<file path="config.mk">
export PLATFORM = sky130hd
export DESIGN_NAME = m_counter_sequencer_flat
export DESIGN_NICKNAME = d
export VERILOG_FILES = /design/src/rtl/m_counter_sequencer_pkg.sv /design/src/rtl/m_counter_sequencer_if.sv /design/src/rtl/m_counter_sequencer_cmd_fifo.sv /design/src/rtl/m_counter_sequencer.sv /design/src/flat_wrapper.sv
export SDC_FILE = /design/constraint.sdc
export NUM_CORES = 1
export LEC_CHECK = 0
export CAP_MARGIN = 5
export CORE_UTILIZATION = 55
export DETAILED_ROUTE_END_ITERATION = 8
export HOLD_SLACK_MARGIN = 0.12
export PLACE_DENSITY = 0.79
export REMOVE_ABC_BUFFERS = 1
export SYNTH_ARGS = -nofsm -noshare
export SYNTH_HDL_FRONTEND = slang
export SYNTH_SLANG_ARGS = --single-unit
</file>
<file path="constraint.sdc">
create_clock -name CLK -period 2.5 [get_ports CLK]
set_input_delay 0.5 -clock CLK [delete_from_list [all_inputs] [get_ports CLK]]
set_output_delay 0.5 -clock CLK [all_outputs]
set_load 0.05 [all_outputs]
</file>
<file path="src/rtl/m_counter_sequencer_pkg.sv">
// rtl/m_counter_sequencer_pkg.sv - opcodes, FSM encoding and command word layout for the counter sequencer
package counter_seq_pkg;

  localparam logic [1:0] OP_CLEAR = 2'b00;
  localparam logic [1:0] OP_DOWN  = 2'b01;
  localparam logic [1:0] OP_LOAD  = 2'b10;
  localparam logic [1:0] OP_UP    = 2'b11;

  typedef enum logic [1:0] {
    ST_IDLE  = 2'd0,
    ST_FETCH = 2'd1,
    ST_EXEC  = 2'd2,
    ST_DONE  = 2'd3
  } state_e;

  // Command word is {op, data, len}; len sits at the bottom.
  localparam int OFF_LEN = 0;

  function automatic int cmd_w(input int cw);
    return 2 + 2 * cw;
  endfunction

  function automatic int off_data(input int cw);
    return cw;
  endfunction

  function automatic int off_op(input int cw);
    return 2 * cw;
  endfunction

  // Up/down commands run for a length; clear/load are single-cycle.
  function automatic logic is_count_op(input logic [1:0] op);
    return (op == OP_DOWN) || (op == OP_UP);
  endfunction

endpackage

</file>
<file path="src/rtl/m_counter_sequencer_if.sv">
// rtl/m_counter_sequencer_if.sv - command valid/ready bus between host and sequencer
interface m_counter_sequencer_if #(
  parameter int CW = 8
);
  logic          CMD_VALID;
  logic          CMD_READY;
  logic [1:0]    CMD_OP;
  logic [CW-1:0] CMD_DATA;
  logic [CW-1:0] CMD_LEN;

  modport master (
    output CMD_VALID,
    output CMD_OP,
    output CMD_DATA,
    output CMD_LEN,
    input  CMD_READY
  );

  modport slave (
    input  CMD_VALID,
    input  CMD_OP,
    input  CMD_DATA,
    input  CMD_LEN,
    output CMD_READY
  );
endinterface

</file>
<file path="src/rtl/m_counter_sequencer_cmd_fifo.sv">
// rtl/m_counter_sequencer_cmd_fifo.sv - synchronous command FIFO with flush, full and empty
module m_cmd_fifo #(
  parameter int DEPTH = 4,
  parameter int W     = 18
) (
  input  logic         clk,
  input  logic         rst,
  input  logic         push,
  input  logic [W-1:0] wdata,
  input  logic         pop,
  output logic [W-1:0] rdata,
  input  logic         flush,
  output logic         full,
  output logic         empty
);

  localparam int AW = $clog2(DEPTH);
  localparam logic [AW:0] PTR_ONE = (AW+1)'(1);

  logic [W-1:0] mem_q [DEPTH];
  logic [AW:0]  wr_ptr_q, wr_ptr_d;
  logic [AW:0]  rd_ptr_q, rd_ptr_d;
  logic         do_push;
  logic         do_pop;

  // Extra pointer bit distinguishes full from empty when the indices match.
  assign full    = (wr_ptr_q[AW] != rd_ptr_q[AW]) && (wr_ptr_q[AW-1:0] == rd_ptr_q[AW-1:0]);
  assign empty   = (wr_ptr_q == rd_ptr_q);
  assign do_push = push && !full && !flush;
  assign do_pop  = pop && !empty && !flush;
  assign rdata   = mem_q[rd_ptr_q[AW-1:0]];

  // Next pointers: flush wins over push and pop, which may coincide
  always_comb begin
    wr_ptr_d = wr_ptr_q;
    rd_ptr_d = rd_ptr_q;
    if (flush) begin
      wr_ptr_d = '0;
      rd_ptr_d = '0;
    end else begin
      if (do_push) wr_ptr_d = wr_ptr_q + PTR_ONE;
      if (do_pop)  rd_ptr_d = rd_ptr_q + PTR_ONE;
    end
  end

  // Pointer registers
  always_ff @(posedge clk or posedge rst) begin
    if (rst) begin
      wr_ptr_q <= '0;
      rd_ptr_q <= '0;
    end else begin
      wr_ptr_q <= wr_ptr_d;
      rd_ptr_q <= rd_ptr_d;
    end
  end

  // Storage write; contents need no reset since pointers gate visibility
  always_ff @(posedge clk) begin
    if (do_push) mem_q[wr_ptr_q[AW-1:0]] <= wdata;
  end

endmodule

</file>
<file path="src/rtl/m_counter_sequencer.sv">
// rtl/m_counter_sequencer.sv - queued command sequencer for the 8-bit S-mode counter; SEQ_RCO_ABORT_EN ends up/down commands on RCO
module m_counter_sequencer
  import counter_seq_pkg::*;
#(
  parameter int DEPTH = 4,
  parameter int CW    = 8
) (
  input  logic                        CLK,
  input  logic                        RST,
  m_counter_sequencer_if.slave        cmd,
  input  logic                        FLUSH,
  output logic [1:0]                  S_OUT,
  output logic [CW-1:0]               IN_OUT,
  output logic                        EN_OUT,
  input  logic                        RCO_IN,
  output logic                        BUSY,
  output logic                        DONE,
  output logic [CW-1:0]               RCO_CNT
);

  localparam int            WW         = cmd_w(CW);
  localparam logic [CW:0]   REMAIN_ONE = (CW+1)'(1);
  localparam logic [CW:0]   REMAIN_MAX = {1'b1, {CW{1'b0}}};
  localparam logic [CW-1:0] CNT_ONE    = CW'(1);

  logic [WW-1:0] fifo_wdata;
  logic [WW-1:0] fifo_rdata;
  logic          fifo_full;
  logic          fifo_empty;
  logic          fifo_pop;

  logic [1:0]    head_op;
  logic [CW-1:0] head_data;
  logic [CW-1:0] head_len;

  state_e        state_q, state_d;
  logic [1:0]    op_q, op_d;
  logic [CW:0]   remain_q, remain_d;
  logic [CW-1:0] rco_cnt_q, rco_cnt_d;
  logic [1:0]    s_q, s_d;
  logic [CW-1:0] in_q, in_d;
  logic          en_q, en_d;
  logic          done_q, done_d;
  logic          exec_last;

  assign fifo_wdata    = {cmd.CMD_OP, cmd.CMD_DATA, cmd.CMD_LEN};
  assign cmd.CMD_READY = !fifo_full;
  assign fifo_pop      = (state_q == ST_FETCH);

  assign head_op   = fifo_rdata[off_op(CW) +: 2];
  assign head_data = fifo_rdata[off_data(CW) +: CW];
  assign head_len  = fifo_rdata[OFF_LEN +: CW];

  m_cmd_fifo #(
    .DEPTH (DEPTH),
    .W     (WW)
  ) u_cmd_fifo (
    .clk   (CLK),
    .rst   (RST),
    .push  (cmd.CMD_VALID),
    .wdata (fifo_wdata),
    .pop   (fifo_pop),
    .rdata (fifo_rdata),
    .flush (FLUSH),
    .full  (fifo_full),
    .empty (fifo_empty)
  );

`ifdef SEQ_RCO_ABORT_EN
  assign exec_last = (remain_q == REMAIN_ONE) || (RCO_IN && is_count_op(op_q));
`else
  assign exec_last = (remain_q == REMAIN_ONE);
`endif

  // Next-state and next-output logic; outputs are computed one cycle ahead so they are registered
  always_comb begin
    state_d   = state_q;
    op_d      = op_q;
    remain_d  = remain_q;
    rco_cnt_d = rco_cnt_q;
    s_d       = s_q;
    in_d      = in_q;
    en_d      = 1'b0;
    done_d    = 1'b0;
    if (FLUSH) begin
      state_d = ST_IDLE;
    end else begin
      case (state_q)
        ST_IDLE: begin
          if (!fifo_empty) state_d = ST_FETCH;
        end
        ST_FETCH: begin
          op_d      = head_op;
          rco_cnt_d = '0;
          if (!is_count_op(head_op))  remain_d = REMAIN_ONE;
          else if (head_len == '0)    remain_d = REMAIN_MAX;
          else                        remain_d = {1'b0, head_len};
          s_d       = head_op;
          in_d      = (head_op == OP_LOAD) ? head_data : '0;
          en_d      = 1'b1;
          state_d   = ST_EXEC;
        end
        ST_EXEC: begin
          if (RCO_IN && (rco_cnt_q != '1)) rco_cnt_d = rco_cnt_q + CNT_ONE;
          remain_d = remain_q - REMAIN_ONE;
          s_d      = op_q;
          if (exec_last) begin
            done_d  = 1'b1;
            state_d = ST_DONE;
          end else begin
            en_d = 1'b1;
          end
        end
        ST_DONE: begin
          state_d = fifo_empty ? ST_IDLE : ST_FETCH;
        end
        default: state_d = ST_IDLE;
      endcase
    end
  end

  // FSM state, working registers and registered outputs
  always_ff @(posedge CLK or posedge RST) begin
    if (RST) begin
      state_q   <= ST_IDLE;
      op_q      <= OP_CLEAR;
      remain_q  <= '0;
      rco_cnt_q <= '0;
      s_q       <= 2'b00;
      in_q      <= '0;
      en_q      <= 1'b0;
      done_q    <= 1'b0;
    end else begin
      state_q   <= state_d;
      op_q      <= op_d;
      remain_q  <= remain_d;
      rco_cnt_q <= rco_cnt_d;
      s_q       <= s_d;
      in_q      <= in_d;
      en_q      <= en_d;
      done_q    <= done_d;
    end
  end

  assign S_OUT   = s_q;
  assign IN_OUT  = in_q;
  assign EN_OUT  = en_q;
  assign DONE    = done_q;
  assign BUSY    = (state_q != ST_IDLE);
  assign RCO_CNT = rco_cnt_q;

endmodule

</file>
<file path="src/flat_wrapper.sv">
// flat-port wrapper written by rule: the top's interface ports become plain ports
module m_counter_sequencer_flat import counter_seq_pkg::*;
#(
  parameter int DEPTH = 4,
  parameter int CW    = 8
)
  (CLK, RST, FLUSH, S_OUT, IN_OUT, EN_OUT, RCO_IN, BUSY, DONE, RCO_CNT, cmd_CMD_VALID, cmd_CMD_OP, cmd_CMD_DATA, cmd_CMD_LEN, cmd_CMD_READY);
  m_counter_sequencer_if #(.CW(CW)) cmd_i ();
  input  logic CLK;
  input  logic RST;
  input  logic FLUSH;
  output logic [1:0] S_OUT;
  output logic [CW-1:0] IN_OUT;
  output logic EN_OUT;
  input  logic RCO_IN;
  output logic BUSY;
  output logic DONE;
  output logic [CW-1:0] RCO_CNT;
  input wire logic [$bits(cmd_i.CMD_VALID)-1:0] cmd_CMD_VALID;
  input wire logic [$bits(cmd_i.CMD_OP)-1:0] cmd_CMD_OP;
  input wire logic [$bits(cmd_i.CMD_DATA)-1:0] cmd_CMD_DATA;
  input wire logic [$bits(cmd_i.CMD_LEN)-1:0] cmd_CMD_LEN;
  output wire logic [$bits(cmd_i.CMD_READY)-1:0] cmd_CMD_READY;
  assign cmd_i.CMD_VALID = cmd_CMD_VALID;
  assign cmd_i.CMD_OP = cmd_CMD_OP;
  assign cmd_i.CMD_DATA = cmd_CMD_DATA;
  assign cmd_i.CMD_LEN = cmd_CMD_LEN;
  assign cmd_CMD_READY = cmd_i.CMD_READY;
  m_counter_sequencer #(.DEPTH(DEPTH), .CW(CW)) u_core (.CLK(CLK), .RST(RST), .cmd(cmd_i), .FLUSH(FLUSH), .S_OUT(S_OUT), .IN_OUT(IN_OUT), .EN_OUT(EN_OUT), .RCO_IN(RCO_IN), .BUSY(BUSY), .DONE(DONE), .RCO_CNT(RCO_CNT));
endmodule
</file>
==> results.txt <==
- Outcome: completed
* Library cell occupying the most area in the post-synthesis netlist: sky130_fd_sc_hd__edfxtp_1
- Clock power share: 0.199
- The netlist uses 52 different library cells.
* Measured slew at the worst slew-check pin: 0.514 ns
* Proportion of synthesized flip-flops having asynchronous set or reset: 0.351
- Detailed placement HPWL: 6.10 mm
- Of the total power, the share spent switching nets is 0.367.
- Post-route setup TNS: 0 ns
* Sort of element at the end of the critical path: output port
- The filler cells instantiated in the layout total 602.
- Post-route core utilization: 0.678
- Weighted congestion reported at the end of routability-driven placement: 0.784
- Setup repair after global routing left no endpoint under its margin.
- Clock root buffer master: sky130_fd_sc_hd__clkbuf_8
- After detailed routing, the average wire length per cell comes to 17.4 µm.
* Internal power consumption: 0.00328 W
- After detailed routing, the number of vias per cell comes to 5.73.
- Of the total power, combinational logic draws 0.340.
- After clock tree synthesis, the flow added hold-fix buffers numbering 0.
* Leakage Power: 2.15 nW
- Clock tree from TritonCTS: built
- X dimension of the die: 96.1 µm
- Across the whole layout, storage elements account for 3140 µm².
- The worst hold path begins at u_core.IN_OUT[6]$_DFFE_PP0P_.
- Hold crit path type: reg2reg
- DRC violations left: 0
- Mapped cell area: 4870 µm²
- After clock tree synthesis, the clock-pin slew on the worst setup and hold paths is 0.10 ns.
* GRT Overall Usage: 0.214
* Largest fanout on the critical path: 4
* Most frequent cells in the layout: sky130_fd_sc_hd__edfxtp_1 (72), sky130_fd_sc_hd__clkdlybuf4s50_1 (42), sky130_fd_sc_hd__dfrtp_1 (39), sky130_fd_sc_hd__nand2_1 (28), sky130_fd_sc_hd__nor2_1 (27)
- Peak supply drop: 0.809 mV
- Mean post-synth cell area: 14.5 µm²
- The library cell used most frequently in the layout, excluding fill and tap cells, is sky130_fd_sc_hd__edfxtp_1.
* Synthesis-to-layout area growth: 16.6%
- Aggregate global routing overflow: 0
- In this run the tightest slew margin relative to its limit is 0.655.
- Post-synthesis instance total: 336
- Fmax: 450 MHz
* Detailed-routing iteration count for the pre-antenna-repair pass: 5
- Count of nets after finishing: 428
- Multi-input logic area: 1590 µm²
- Count of final hold-check violations: 0
* Number of buffer and inverter stages on the critical path: 3
* Synth top area share: 0.444
* Sequential element share of the synthesized area: 0.644
- During synthesis, Yosys emitted a total of 0 warnings.
- The initial antenna violation count was 0.
- Crit path required time: 2.00 ns
* Flops & latches, synth: 111
* Die Y: 96.1 µm
- By startpoint and endpoint, the worst setup path is classified as reg2out.
- For this configuration, the core starts out at a cell density of 0.581.
* Clock net sink count: 111
- The detailed router placed 2883 vias in this run.
* Iter 0 DRT Violations: 148
* Floorplan core area: 8380 µm²
- CTS Buffer Depth: 2
- Post-detailed-placement cell area: 5490 µm²
* Largest net degree at the start of global routing: 40
* Cell type with the highest occurrence count on the critical path: sky130_fd_sc_hd__inv_1
- In the finished design, the share of the clock period the worst path needs comes to 0.889.
- The worst register-to-register path begins at u_core.u_cmd_fifo.rd_ptr_q[0]$_DFFE_PP0P_.
- Yosys attributes the largest share of cell area to sky130_fd_sc_hd__edfxtp_1 (44%), sky130_fd_sc_hd__dfrtp_1 (20%), sky130_fd_sc_hd__mux4_2 (6.0%), sky130_fd_sc_hd__ha_1 (3.1%), sky130_fd_sc_hd__mux4_1 (2.7%).
* Final routed wirelength across all metal layers: 8.77 mm
- At the later pin of the worst-skew pair, clock insertion delay measures 0.38 ns.
* Largest clock skew in the final design: 0.0135 ns
* Endpoint arrival time on the critical path: 1.72 ns
* Total power divided by cell area: 911 nW/µm²
* Family with the most delay on the worst path: buffers and inverters
- After routing the design area is 5680 µm².
- Slowest cell delay on critical path: 0.54 ns
- Commonest register cell after synthesis: sky130_fd_sc_hd__edfxtp_1
- Wire length of the first global-routing pass: 14.3 mm
* Max capacitance violation total: 0
- Number of H-tree branching levels: 3
* Port bufs: 44
- Antenna Diode Count: 0
* Critical-path top delay cell: sky130_fd_sc_hd__dlygate4sd2_1
- Crit path from: u_core.state_q[0]$_DFFE_PP0P_
* Layout cell share with drive strength beyond 1: 0.128
- Setup violations remaining at the end of the flow were counted as 0.
- The number of global-route vias before repair came to 2883.
- Startpoint kind of the worst setup timing path: flip-flop
* Num CTS Buffers: 9
- Psw: 0.00190 W
- For this design the top-level I/O count stands at 45.
- Clock period minus final worst setup slack: 2.22 ns
* Portion of total power attributed to sequential cells: 0.461
- The final max-slew violation count came to 0.
- Yosys mapped a number of flops with a built-in enable equal to 72.
- Post-detailed-route count of antenna-violating nets: 0
- Series of cell instances along the critical path: inv_1 > ha_1 > inv_1 > dlygate4sd2_1
* # rows: 33
* Area enclosed by the die boundary: 9230 µm²
## flip-flops by register name (all words and copies together) (netlist names)
register,cells
u_core.DONE,1
u_core.EN_OUT,1
u_core.IN_OUT,8
u_core.RCO_CNT,8
u_core.S_OUT,2
u_core.op_q,2
u_core.remain_q,9
u_core.state_q,2
u_core.u_cmd_fifo.mem_q,72
u_core.u_cmd_fifo.rd_ptr_q,3
u_core.u_cmd_fifo.wr_ptr_q,3
## kinds of logic after synthesis
family,after synthesis,share of synthesized area
AO/OA/AOI/OAI,48,0.0660
XOR/XNOR,12,0.0270
adder cells (fa/ha/maj),12,0.0308
buffers and inverters,31,0.0301
flip-flops,111,0.644
multiplexers,27,0.106
AND/OR/NAND/NOR,95,0.0953
## cell type report
class / count / share of cell area
Clock buffer: 10 / 0.0225
Timing Repair Buffer: 57 / 0.0985
Sequential cell: 111 / 0.552
Clock inverter: 6 / 0.0112
Tap cell: 105 / 0.0231
Multi-Input combinational cell: 194 / 0.279
Inverter: 20 / 0.0132
## power groups by stage
stage               registers, W  clock network [W]  logic (W)
finish                   0.00238            0.00103    0.00176
global route             0.00241            0.00112    0.00192
CTS                      0.00238            0.00106    0.00177
detailed placement       0.00242                  0    0.00177
global placement         0.00241                  0    0.00173
floorplan                0.00272                  0   0.000876
## Yosys cell counts, types with 3 or more instances
cell type	n
sky130_fd_sc_hd__o2111ai_1	3
sky130_fd_sc_hd__inv_1	20
sky130_fd_sc_hd__o211ai_1	3
sky130_fd_sc_hd__nand4_1	3
sky130_fd_sc_hd__nand2_1	28
sky130_fd_sc_hd__or3_1	4
sky130_fd_sc_hd__a221o_1	3
sky130_fd_sc_hd__edfxtp_1	72
sky130_fd_sc_hd__a21oi_1	10
sky130_fd_sc_hd__mux2_2	3
sky130_fd_sc_hd__clkbuf_1	6
sky130_fd_sc_hd__nand3_1	6
sky130_fd_sc_hd__nor2_1	27
sky130_fd_sc_hd__dfrtp_1	39
sky130_fd_sc_hd__o21ai_1	8
sky130_fd_sc_hd__nor3_1	5
sky130_fd_sc_hd__and2_1	6
sky130_fd_sc_hd__mux2i_1	6
sky130_fd_sc_hd__xnor2_1	3
sky130_fd_sc_hd__o31ai_1	3
sky130_fd_sc_hd__ha_1	12
sky130_fd_sc_hd__mux4_2	13
sky130_fd_sc_hd__xor2_1	7
sky130_fd_sc_hd__o21ai_0	7
sky130_fd_sc_hd__mux4_1	5
## worst paths after layout
kind / slack [ns] / endpoint / cells after the start
max: 0.28 / BUSY / 4
min: 0.51 / u_core.IN_OUT[6]$_DFFE_PP0P_ / 2
max reg2reg: 0.46 / u_core.remain_q[4]$_DFFE_PP0P_ / 4
min reg2reg: 0.51 / u_core.IN_OUT[6]$_DFFE_PP0P_ / 2
max in group asynchronous: 1.60 / u_core.op_q[0]$_DFFE_PP0P_ / 3
min in group asynchronous: 0.53 / u_core.remain_q[3]$_DFFE_PP0P_ / 3
## per-layer routing
layer / vias to the layer above / part of all wire / global-route usage / routed length, µm
li1: 1371 / - / - / -
met1: 1440 / 0.43 / 0.268 / 3730
met2: 64 / 0.52 / 0.372 / 4540
met3: 8 / 0.048 / 0.0506 / 419
met4: 0 / 0.0099 / 0.0560 / 87
met5: - / 0 / 0 / 0
## repair_timing
action	in CTS	in global routing
buffers inserted	0	0
setup endpoints to repair	1	0
gates resized for setup	1	0
## per-stage QoR
stage | power [W] | worst slack, ns | hold WS [ns] | instances
2_1_floorplan | 0.00359 | 0.0858 | 0.447 | 325
5_1_grt | 0.00546 | 0.156 | 0.528 | 503
4_1_cts | 0.00521 | 0.265 | 0.514 | 503
6_report | 0.00517 | 0.279 | 0.507 | 503
3_3_place_gp | 0.00413 | 0.406 | 0.466 | 487
3_5_place_dp | 0.00419 | 0.357 | 0.484 | 487
## worst min-delay path, cell delays in order (launching register included)
cell and delay, ns:
sky130_fd_sc_hd__dfrtp_1 0.36, sky130_fd_sc_hd__nand2_1 0.05, sky130_fd_sc_hd__o21ai_1 0.06
(Power assumes the default switching activity.)
==> RTL change, RTL diff (config.mk and constraints unchanged) <==
The 4 states of `state_e` get a one-hot encoding in 4 bits.
--- a/src/rtl/m_counter_sequencer_pkg.sv
+++ b/src/rtl/m_counter_sequencer_pkg.sv
@@ -6,11 +6,11 @@
   localparam logic [1:0] OP_LOAD  = 2'b10;
   localparam logic [1:0] OP_UP    = 2'b11;
 
-  typedef enum logic [1:0] {
-    ST_IDLE  = 2'd0,
-    ST_FETCH = 2'd1,
-    ST_EXEC  = 2'd2,
-    ST_DONE  = 2'd3
+  typedef enum logic [3:0] {
+    ST_IDLE  = 4'b0001,
+    ST_FETCH = 4'b0010,
+    ST_EXEC  = 4'b0100,
+    ST_DONE  = 4'b1000
   } state_e;
 
   // Command word is {op, data, len}; len sits at the bottom.
Formal check against the unedited RTL: no difference found for any inputs over 10 cycles, from zero or initial values and one cycle with RST high; not proved beyond that.
==> RTL change against the original RTL <==
- sequential cell count rose by 2
- highest routed layer unchanged
- fmax fell by 7.8%
- routed wire length rose by 12%
- final area rose by 7.2%
- worst setup slack got worse by 190 ps
- critical path type unchanged
- area after synthesis fell by 0.31%
Power is not compared: it rests on default switching activity, and its combinational part moved more than twofold at a synthesized area within 25%.
==> RTL change: results (changes against the original RTL) <==
drt:
  routedWlPerCell_um: 19.0  # was 17.4 µm
  route.met3.wl_um: 476  # was 419 µm
  via_per_inst: 5.94  # was 5.73
  drtIter0Drc: 172  # was 148
  first_pass_iters: 4  # was 5
  route.met2.wl_mm: 5.16  # was 4.54 mm
  wl_met1_mm: 4.11  # was 3.73 mm
grt:
  grt_util_met2: 0.390  # was 0.372
  antenna_found_initial: 0  # unchanged
  grt_first_pass_wirelength_mm: 15.8  # was 14.3 mm
  grt_max_degree: 42  # was 40
  grt_use_met3: 0.0750  # was 0.0506
  grt_use_met1: 0.308  # was 0.268
  grt_pass1_vias: 3115  # was 2883
  grtUsageTotal: 0.243  # was 0.214
clock_tree:
  htreeDepth: 4  # was 3
  clkLatencyLatePin_ps: 510  # was 380 ps
  root_buffer: "clkbuf_8"  # unchanged
  numCtsBuffers: 17  # was 9
  path_clk_slew_ps: 60  # was 100 ps
placement:
  place_inst: 486  # was 487
  place.gp.congestion: 0.858  # was 0.784
  post-place-ws_ps: 258  # was 357 ps
  hpwl_mm: 6.11  # was 6.10 mm
  placed_cell_area_mm2: 0.00552  # was 0.00549 mm²
synthesis:
  yosysSeqAreaShare: 0.657  # was 0.644
  async_flop_share: 0.363  # was 0.351
  yosysWarnings: 0  # unchanged
  synth-edff-count: 72  # unchanged
  synth_cell_types: 57  # was 52
  ys_top_cells_by_area: "edfxtp_1 (45%), dfrtp_1 (21%), mux4_2 (5.1%)"  # was edfxtp_1 (44%), dfrtp_1 (20%), mux4_2 (6.0%)
  synth_common_cells: "edfxtp_1 (72), dfrtp_1 (40), nand2_1 (25)"  # was edfxtp_1 (72), dfrtp_1 (39), nand2_1 (28)
  syn-instance-count: 334  # was 336
min_path:
  hold_class: "in -> async"  # was reg -> reg
critical_path:
  rr_worst_depth: 5  # was 4
  r2r_slack_ps: 500  # was 460 ps
  cp.arrival_ps: 1910  # was 1720 ps
  path_max_fanout: 6  # was 4
  crit_end: "BUSY"  # unchanged
  cp-startpoint: "u_core.state_q[0]"  # unchanged
  reg2reg_to: "u_core.remain_q[5]"  # was u_core.remain_q[4]
pwr:
  internal_power_mw: 3.70
  p_leak_nw: 2.30
  ir_drop_mv: 0.573
  comb_power_mw: 0.642
  p_clk_mw: 2.21
layout:
  fillCellCount: 526  # was 602
  largest_reg_flops: 72  # unchanged
  finalNetCount: 433  # was 428
  drive_gt1_frac: 0.178  # was 0.128
  final_cells: 520  # was 503
timing:
  worst_slew_pin_slew_ps: 679  # was 514 ps
  fin_worst_skew_ps: 13.5  # about the same
  holdWs_ps: 420  # was 507 ps
  min_period_ps: 2410  # was 2220 ps
status:
  status: "finished clean"  # unchanged
RTL change: kinds of logic (layout without fill, tap and decap cells):
kind of cell	after synthesis	count (layout)	share of synthesized area
DFF	113	113	0.657
and+or+nand+nor	92	92	0.101
AOI/OAI and AO/OA	57	57	0.0742
buffers and inverters	32	113	0.0304
muxes	22	22	0.0972
xor gates and xnor gates	10	10	0.0196
adders and majority gates	8	8	0.0206
RTL change: what timing repair did:
| item | 4_1_cts | 5_1_grt |
|---|---|---|
| pin swaps | 0 | 0 |
| buffers inserted | 0 | 2 |
| resized for setup | 2 | 1 |
| endpoints found under the setup margin | 1 | 1 |
RTL change: final cells by class:
type,count,area [µm²],share of cell area
Tap cell,105,131,0.0216
Clock buffer,17,414,0.0680
Clock inverter,15,135,0.0222
Multi-Input combinational cell,189,1520,0.249
Inverter,18,67.6,0.0111
Timing Repair Buffer,63,632,0.104
Sequential cell,113,3190,0.524
RTL change: critical path, stage by stage, from the launching register on:
cell,delay (ps)
dfstp_2,570
or4b_2,620
buf_4,220
